<file path="config.mk">
export PLATFORM = sky130hd
export DESIGN_NAME = core_seq_ctrl
export DESIGN_NICKNAME = d
export VERILOG_FILES = /design/src/rtl/core_seq_ctrl.sv
export SDC_FILE = /design/constraint.sdc
export NUM_CORES = 1
export LEC_CHECK = 0
export ABC_AREA = 1
export CORE_MARGIN = 3
export CORE_UTILIZATION = 40
export DETAILED_ROUTE_END_ITERATION = 8
export GPL_TIMING_DRIVEN = 0
export SLEW_MARGIN = 10
export SYNTH_ARGS = -nofsm -noshare
export SYNTH_HDL_FRONTEND = slang
export SYNTH_SLANG_ARGS = --single-unit
</file>
<file path="constraint.sdc">
create_clock -name clk -period 5.3 [get_ports clk]
set_input_delay 1.06 -clock clk [delete_from_list [all_inputs] [get_ports clk]]
set_output_delay 1.06 -clock clk [all_outputs]
set_load 0.03 [all_outputs]
</file>
<file path="src/rtl/core_seq_ctrl.sv">
// core_seq_ctrl: per-core instruction sequencer for one attention pass.
// Walks K/Q fill, kernel load, execute, OFIFO drain, SFP accumulate,
// dual-core sum sync and SFP divide/write-back, issuing the 20-bit core
// instruction word. All outputs are registered from the current state, so
// the instruction for a state appears one cycle after that state is entered.
// Optional build macro CORE_SEQ_CTRL_PERF_EN adds the stall_cnt output.
module core_seq_ctrl #(
  parameter int col     = 8,
  parameter int bw      = 8,
  parameter int bw_psum = 20,
  parameter int pr      = 8,
  parameter int max_len = 16
) (
  input  logic        clk,
  input  logic        reset,
  input  logic        start,
  input  logic        abort,
  input  logic [4:0]  len,
  input  logic        fifo_valid,
  input  logic        sum_rd_vld,
  output logic [19:0] inst,
  output logic        mem_req,
  output logic        busy,
  output logic        done
`ifdef CORE_SEQ_CTRL_PERF_EN
  ,
  output logic [15:0] stall_cnt
`endif
);

  // Address fields in inst are 4 bits wide, which bounds col and max_len.
  if (bw < 1 || pr < 1 || bw_psum < bw || col < 1 || col > 16 ||
      max_len < 1 || max_len > 16) begin : g_param_range
    $error("core_seq_ctrl: parameter out of supported range");
  end

  localparam logic [3:0] S_IDLE  = 4'd0;
  localparam logic [3:0] S_KLOAD = 4'd1;
  localparam logic [3:0] S_QLOAD = 4'd2;
  localparam logic [3:0] S_KFEED = 4'd3;
  localparam logic [3:0] S_EXEC  = 4'd4;
  localparam logic [3:0] S_DRAIN = 4'd5;
  localparam logic [3:0] S_OREAD = 4'd6;
  localparam logic [3:0] S_ACC   = 4'd7;
  localparam logic [3:0] S_SYNC  = 4'd8;
  localparam logic [3:0] S_DIV   = 4'd9;
  localparam logic [3:0] S_DONE  = 4'd10;

  localparam logic [5:0] K_LAST      = 6'(col - 1);
  localparam logic [5:0] K_FEED_LAST = 6'(col);
  localparam logic [4:0] MAX_LEN     = 5'(max_len);

  // inst bit positions
  localparam int B_SFP_WR  = 19;
  localparam int B_ACC     = 18;
  localparam int B_DIV     = 17;
  localparam int B_OFIFO   = 16;
  localparam int B_EXEC    = 7;
  localparam int B_KLOAD   = 6;
  localparam int B_QMEM_RD = 5;
  localparam int B_QMEM_WR = 4;
  localparam int B_KMEM_RD = 3;
  localparam int B_KMEM_WR = 2;
  localparam int B_PMEM_RD = 1;
  localparam int B_PMEM_WR = 0;

  logic [3:0]  state, state_d;
  logic [5:0]  cnt, cnt_d;
  logic [4:0]  len_q, len_d;
  logic [19:0] inst_d;
  logic        mem_req_d, busy_d, done_d;

  logic [5:0]  len_ext;
  logic [5:0]  len_last;
  logic [5:0]  div_last;
  logic        len_ok;

  assign len_ext  = {1'b0, len_q};
  assign len_last = len_ext - 6'd1;
  assign div_last = {len_q, 1'b0} - 6'd1;
  assign len_ok   = (len != 5'd0) && (len <= MAX_LEN);

  // Next state, counter and next registered outputs from the current state.
  always_comb begin
    state_d   = state;
    cnt_d     = cnt;
    len_d     = len_q;
    inst_d    = '0;
    mem_req_d = 1'b0;
    busy_d    = (state != S_IDLE);
    done_d    = 1'b0;
    case (state)
      S_IDLE: begin
        if (start && !abort) begin
          cnt_d = '0;
          if (len_ok) begin
            len_d   = len;
            state_d = S_KLOAD;
          end else begin
            state_d = S_DONE;
          end
        end
      end
      S_KLOAD: begin
        inst_d[B_KMEM_WR] = 1'b1;
        inst_d[15:12]     = cnt[3:0];
        mem_req_d         = 1'b1;
        if (cnt == K_LAST) begin
          state_d = S_QLOAD;
          cnt_d   = '0;
        end else begin
          cnt_d = cnt + 6'd1;
        end
      end
      S_QLOAD: begin
        inst_d[B_QMEM_WR] = 1'b1;
        inst_d[15:12]     = cnt[3:0];
        mem_req_d         = 1'b1;
        if (cnt == len_last) begin
          state_d = S_KFEED;
          cnt_d   = '0;
        end else begin
          cnt_d = cnt + 6'd1;
        end
      end
      S_KFEED: begin
        // Last cycle carries kernel-load only, covering SRAM read latency.
        inst_d[B_KLOAD] = 1'b1;
        if (cnt < K_FEED_LAST) begin
          inst_d[B_KMEM_RD] = 1'b1;
          inst_d[15:12]     = cnt[3:0];
        end
        if (cnt == K_FEED_LAST) begin
          state_d = S_EXEC;
          cnt_d   = '0;
        end else begin
          cnt_d = cnt + 6'd1;
        end
      end
      S_EXEC: begin
        inst_d[B_EXEC] = 1'b1;
        if (cnt < len_ext) begin
          inst_d[B_QMEM_RD] = 1'b1;
          inst_d[15:12]     = cnt[3:0];
        end
        if (cnt == len_ext) begin
          state_d = S_DRAIN;
          cnt_d   = '0;
        end else begin
          cnt_d = cnt + 6'd1;
        end
      end
      S_DRAIN: begin
        if (fifo_valid) begin
          state_d = S_OREAD;
          cnt_d   = '0;
        end
      end
      S_OREAD: begin
        // Each valid FIFO word is popped and written to PMEM row cnt.
        if (fifo_valid) begin
          inst_d[B_OFIFO]   = 1'b1;
          inst_d[B_PMEM_WR] = 1'b1;
          inst_d[11:8]      = cnt[3:0];
          if (cnt == len_last) begin
            state_d = S_ACC;
            cnt_d   = '0;
          end else begin
            cnt_d = cnt + 6'd1;
          end
        end
      end
      S_ACC: begin
        // acc trails pmem_rd by one cycle to line up with read data.
        if (cnt < len_ext) begin
          inst_d[B_PMEM_RD] = 1'b1;
          inst_d[11:8]      = cnt[3:0];
        end
        if (cnt != 6'd0) begin
          inst_d[B_ACC] = 1'b1;
        end
        if (cnt == len_ext) begin
          state_d = S_SYNC;
          cnt_d   = '0;
        end else begin
          cnt_d = cnt + 6'd1;
        end
      end
      S_SYNC: begin
        if (sum_rd_vld) begin
          state_d = S_DIV;
          cnt_d   = '0;
        end
      end
      S_DIV: begin
        // Even cycle reads row cnt/2, odd cycle writes the divided value back.
        inst_d[11:8] = cnt[4:1];
        if (!cnt[0]) begin
          inst_d[B_PMEM_RD] = 1'b1;
        end else begin
          inst_d[B_DIV]     = 1'b1;
          inst_d[B_PMEM_WR] = 1'b1;
          inst_d[B_SFP_WR]  = 1'b1;
        end
        if (cnt == div_last) begin
          state_d = S_DONE;
          cnt_d   = '0;
        end else begin
          cnt_d = cnt + 6'd1;
        end
      end
      S_DONE: begin
        done_d  = 1'b1;
        state_d = S_IDLE;
        cnt_d   = '0;
      end
      default: begin
        state_d = S_IDLE;
        cnt_d   = '0;
      end
    endcase
    // Abort wins over every transition and suppresses the done pulse.
    if (abort && (state != S_IDLE)) begin
      state_d   = S_IDLE;
      cnt_d     = '0;
      inst_d    = '0;
      mem_req_d = 1'b0;
      busy_d    = 1'b0;
      done_d    = 1'b0;
    end
  end

  // State, counter, latched length and registered outputs.
  always_ff @(posedge clk or negedge reset) begin
    if (!reset) begin
      state   <= S_IDLE;
      cnt     <= '0;
      len_q   <= '0;
      inst    <= '0;
      mem_req <= 1'b0;
      busy    <= 1'b0;
      done    <= 1'b0;
    end else begin
      state   <= state_d;
      cnt     <= cnt_d;
      len_q   <= len_d;
      inst    <= inst_d;
      mem_req <= mem_req_d;
      busy    <= busy_d;
      done    <= done_d;
    end
  end

`ifdef CORE_SEQ_CTRL_PERF_EN
  logic start_acc;
  logic stall_inc;

  assign start_acc = (state == S_IDLE) && start && !abort;
  assign stall_inc = (state == S_DRAIN) || (state == S_SYNC) ||
                     ((state == S_OREAD) && !fifo_valid);

  // Saturating count of cycles spent waiting on the OFIFO or partner core.
  always_ff @(posedge clk or negedge reset) begin
    if (!reset) begin
      stall_cnt <= '0;
    end else if (start_acc) begin
      stall_cnt <= '0;
    end else if (stall_inc && (stall_cnt != 16'hFFFF)) begin
      stall_cnt <= stall_cnt + 16'd1;
    end
  end
`endif

endmodule

</file>
==> impl_metrics.ini <==
[finish]
fin_nets = 377
layout-drive-gt1-share_pct = 10.3
diodes = 0
syn_to_final_growth_pct = 24.1
num-fill-cells = 527
multi_input_area_mm2 = 0.00112
fin_area_mm2 = 0.00282
seqCellArea_um2 = 926
final_core_util_pct = 53.2

[floorplan]
die_area_mm2 = 0.00663
die_y_um = 81.4
core_mm2 = 0.00530
initial_core_util_pct = 42.9
ios = 34
die_width_um = 81.4
fp-row-count = 26

[clock_tree]
clockRootBuffer = clkbuf_8
clkTransAtPathRegs_ns = 0.08
cts_inserted_buffers = 5
cts_tree = yes
cts_resized = 0
ctsHoldBuffers = 0
clock_sink_count = 37
clk_latency_ns = 0.29
htreeDepth = 2
clockBufferDepth = 2
postCtsSetupBuffers = 0

[grt]
grt_usage_pct = 18.1
grt_pass1_vias = 1945
antenna_found_initial = 0
grt_max_degree = 28
grt_overflow = 0
grt_pass1_wl_um = 9160

[place]
dp.final_hpwl_um = 4340
place_congestion = 0.886
portBuffers = 33
dpl_cell_area_mm2 = 0.00271

[logic_synthesis]
synth_top_area_cell = dfrtp_1
ys_ff_latch = 37
synth_edf_count = 0
async_reset_ff_share_pct = 100
synth_top_area_share_pct = 40.7
syn_nets = 336
netlist-cell-type-count = 29
synthesis.instances = 317
syn_area_mm2 = 0.00227
avgSynthCellArea_um2 = 7.18
synth_area_leaders = dfrtp_1 (41%), nand2_1 (12%), nand3_1 (8.6%)
yosys_warnings = 0
ys_seq_area_share_pct = 40.7
synthFlopType = dfrtp_1

[flow_run]
max_cap_viol_count = 0

[sta]
period_share_pct = 48.6
final-hold-violation-count = 0
maxSlewHeadroom_pct = 69.0
setup_viol = 0
final.min_clock_period_ns = 2.57
max_freq_ghz = 0.389
clock_skew_ns = 0.00733
final_max_slew_viol_count = 0
holdWs_ns = 0.557
worstMarginPinSlew_ns = 0.465
setup_tns_ns = 0
rsz0062_at_grt = no

[outcome]
status = finished clean

[drt]
drtPass1Iterations = 4
via_per_inst = 4.97
wl_per_cell_um = 12.8
dr_total_vias = 2133
drc = 0
routed_wl_um = 5510
antenna_left = 0
drt_first_iter_violations = 133

[setup_path]
crit_required_ns = 5.49
arrival_ns = 2.76
slowest_delay_ns = 0.67
crit_chain = clkdlybuf4s50_1, inv_1, nor2_2, clkbuf_1, a31oi_1, nand3_1, nand2_1
critPathLaunchType = input pin
crit_fanout = 10
crit_type = in -> reg
endpoint_kind = flop
slowest_stage = clkdlybuf4s50_1

[worst_hold_path]
hold_class = reg -> reg

[power]
pwr_density_cell_mw_per_mm2 = 458
finalPower_mw = 1.29
ir_drop_mv = 0.243
p_leak_nw = 1.46
## final cells by class
class                      count  share of cell area, %
multi-input combinational    223                   39.8
sequential                    37                   32.8
timing repair buffer          34                   12.2
inverter                      51                   6.78
tap                           70                   3.10
clock buffer                   5                   2.44
clock inverter                 3                   1.64
buffer                         6                   1.20
## Yosys cell counts, types with 2 or more instances
cell and instances:
nor2_1 38, ha_1 8, o21ai_0 14, buf_4 2, nor2_2 4, nand2_1 75
nand2_2 4, nand3_1 39, inv_2 8, a21oi_2 2, buf_2 3, a31oi_1 4
inv_1 43, nand4_1 3, a21oi_1 7, nor2_4 2, nor3_2 2, xor2_1 5
nor3_1 7, o211ai_1 2, dfrtp_1 37
## routing by layer
layer  up-vias  global-route usage [%]  wire length (um)
li1       1094                       -                 -
met1       968                    25.6              2570
met2        61                    27.9              2550
met3        10                    3.84               304
met4         0                    4.90                78
met5         -                       0                 0
## placed cells by master (no fill, tap or decap), types with 2 or more instances in the layout
master            n
nand2_1          75
inv_1            43
nand3_1          39
nor2_1           38
dfrtp_1          37
clkdlybuf4s50_1  32
o21ai_0          14
inv_2             8
ha_1              8
a21oi_1           7
nor3_1            7
xor2_1            5
clkbuf_8          5
buf_2             4
nand2_2           4
nor2_2            4
a31oi_1           4
nand4_1           3
nor2_4            2
nor3_2            2
buf_4             2
o211ai_1          2
a21oi_2           2
## state kept, by name, summed over array words and instances, names as in the netlist
signal	flops
mem_req	1
busy	1
len_q	5
cnt	6
done	1
state	4
inst	19
## power breakdown
| group | switching (mW) | leakage [nW] | internal (mW) | total (mW) |
|---|---|---|---|---|
| registers | 0.0502 | 0.503 | 0.328 | 0.378 |
| clock network | 0.106 | 0.0543 | 0.141 | 0.246 |
| logic | 0.445 | 0.901 | 0.222 | 0.667 |
| total | 0.601 | 1.46 | 0.691 | 1.29 |
## path summary, 6_finish.rpt
kind	slack, ns	to	startpoint	cells after the start
max	2.73	state[2]	abort	7
min in group asynchronous	0.63	state[3]	reset	1
min reg2reg	0.56	len_q[1]	len_q[1]	2
max in group asynchronous	4.26	cnt[0]	reset	2
max reg2reg	3.12	cnt[4]	len_q[0]	13
min	0.56	len_q[1]	len_q[1]	2
## cell families (layout without fill, tap and decap cells)
family	Yosys count	in the layout	share of synthesized area, %
buffers and inverters	57	99	9.90
and+or+nand+nor	176	176	34.3
AOI/OAI and AO/OA	33	33	8.42
DFF	37	37	40.7
xor gates and xnor gates	6	6	2.31
adders and majority gates	8	8	4.40
## critical path, delay by kind of cell
| kind | cells | cell delay, ns |
|---|---|---|
| simple gates | 3 | 0.38 |
| compound gates | 1 | 0.14 |
| buf+inv | 3 | 1.19 |
## per-stage QoR
stage / setup slack, ns / instances
2_1_floorplan: 3.37 / 317
3_3_place_gp: 2.30 / 420
3_5_place_dp: 2.49 / 421
4_1_cts: 2.81 / 429
5_1_grt: 2.62 / 429
6_report: 2.73 / 429
(Power assumes the default switching activity.)
==> variant, RTL diff (same settings) <==
The output `inst` loses its register stage (`inst` becomes a continuous assignment).
--- a/src/rtl/core_seq_ctrl.sv
+++ b/src/rtl/core_seq_ctrl.sv
@@ -236,7 +236,6 @@
       state   <= S_IDLE;
       cnt     <= '0;
       len_q   <= '0;
-      inst    <= '0;
       mem_req <= 1'b0;
       busy    <= 1'b0;
       done    <= 1'b0;
@@ -244,12 +243,13 @@
       state   <= state_d;
       cnt     <= cnt_d;
       len_q   <= len_d;
-      inst    <= inst_d;
       mem_req <= mem_req_d;
       busy    <= busy_d;
       done    <= done_d;
     end
   end
+
+  assign inst = inst_d;
 
 `ifdef CORE_SEQ_CTRL_PERF_EN
   logic start_acc;
Formal check against the unedited RTL: not equivalent (a bounded check fails within 4 cycles, from zero or initial values and one cycle with reset low).
==> variant against the unedited design <==
- area after synthesis down 21%
- design area shrank 20%
- routed wire length fell by 6.5%
- count of clock-buffer cells in the layout shrank 1
- setup slack lost 1600 ps
- sequential cell count fell by 19
- total power decreased by 17%
- critical path type is now input pin to primary output
- largest cell class unchanged
==> variant: results (changes against the unedited design) <==
Min path
  – Hold Crit Start: state[3]
  – HP Class: flip-flop to flip-flop
  – Hold path depth: 2 (unchanged)

Detailed routing
  – Routed Wire Length: 5.15 mm (-6.5%)
  – DR vias: 1927 (-9.7%)
  – WL per Instance: 13.5 um (+5.3%)
  – Initial DRC Count: 103 (-23%)

Timing
  – Post-route setup TNS: 0 ps (unchanged)
  – Layout Skew: 3.17 ps (-4.15 ps)
  – Relative slew margins: 0.405 (-0.285)

Synth
  – Synth unique cells: 33 (+14%)
  – Largest cells by area after synthesis: dfrtp_1 25%, nand2_1 19%, nand3_1 9.2%
  – Post-synth top cells: 90 x nand2_1, 35 x nor2_1, 34 x inv_1
  – Net Count, Synth: 313 (-6.8%)
  – Post-Syn Area per Cell: 6.12 um2 (-15%)
  – Register area share after synthesis: 0.250 (-0.157)

Placement
  – Final GP Congestion: 0.913 (+3.0%)
  – Hpwl dp: 4.09 mm (-5.9%)
  – Placed cells: 377 (-10%)

Global route
  – Gr usage total: 0.210 (+0.0287)
  – Vias in the first global route: 1827 (-6.1%)
  – M1 GR Usage: 0.292 (+0.0359)
  – Global-route wire length before repair: 8.66 mm (-5.5%)
  – Met2 Track Usage GR: 0.339 (+0.0593)
  – Largest net degree at the start of global routing: 19 (-32%)
  – Met3 Track Usage GR: 0.0234 (-0.0150)

Layout
  – Fill count: 442 (-16%)
  – Layout cells sized above 1: 0.109 (+0.00570)
  – Biggest regs: cnt: 6 flops, len_q: 5 flops, state: 4 flops
  – Nets: 351 (-6.9%)

Clock network
  – CTS HTree Levels: 1 (-1)
  – Clk_lat worst skew: 270 ps (-20 ps)
  – Root buffer cell: clkbuf_8
  – Post-CTS Setup Inserts: 0 (unchanged)
  – Num CTS Buffers: 3 (-2)

Critical path
  – Worst R2R Path Depth: 13 (unchanged)
  – Crit-path max cell delay: 620 ps (-50 ps)

Power
  – Lkg Pwr: 1.17 nW (-19%)
  – Worst VDD drop: 0.290 mV (+19%)

Status
  – Status: completed
==> variant: final timing paths <==
kind                       slack, ps       end
max                             1150  inst[15]
min                              550  state[3]
max reg2reg                     3240    cnt[3]
min reg2reg                      550  state[3]
max in group asynchronous       3470  len_q[4]
min in group asynchronous       1290   mem_req
==> variant: logic make-up after synthesis <==
family | synth area share
AND/OR/NAND/NOR | 0.459
XOR/XNOR | 0.0195
adder cells (fa/ha/maj) | 0.0556
buffers and inverters | 0.117
flip-flops | 0.250
AO/OA/AOI/OAI | 0.0987
==> variant: metrics by stage <==
stage          hold WS [ps]  setup WS, ps  power (mW)  area (um2)  utilization
2_1_floorplan           484          2130       0.760        1800            -
3_3_place_gp            522          1150       0.927        2190        0.526
3_5_place_dp            532          1150       0.934        2190        0.526
4_1_cts                 553          1150        1.06        2250        0.539
5_1_grt                 591          1020        1.18        2250        0.539
6_report                552          1150        1.07        2250        0.539
==> variant: power by group <==
part / leakage (nW) / total, mW / internal [mW] / switching [mW]
Sequential: 0.237 / 0.221 / 0.178 / 0.0428
Combinational: 0.909 / 0.720 / 0.243 / 0.476
Clock: 0.0288 / 0.126 / 0.0664 / 0.0592
==> variant: per-layer routing <==
| metal | wire (um) | up-vias |
|---|---|---|
| met5 | 0 | - |
| met4 | 75 | 0 |
| met3 | 306 | 7 |
| met2 | 2300 | 55 |
| met1 | 2470 | 851 |
| li1 | - | 1014 |
==> variant: area by class of cell <==
class / instances / area share
multi-input combinational: 226 / 0.507
sequential: 18 / 0.200
timing repair buffer: 33 / 0.147
inverter: 43 / 0.0718
tap: 50 / 0.0278
clock buffer: 4 / 0.0245
buffer: 7 / 0.0217
==> variant: worst min-delay path: stages, from the launching register on <==
cell and delay, ps:
dfrtp_1 410, nand2_1 70, nand2_1 50
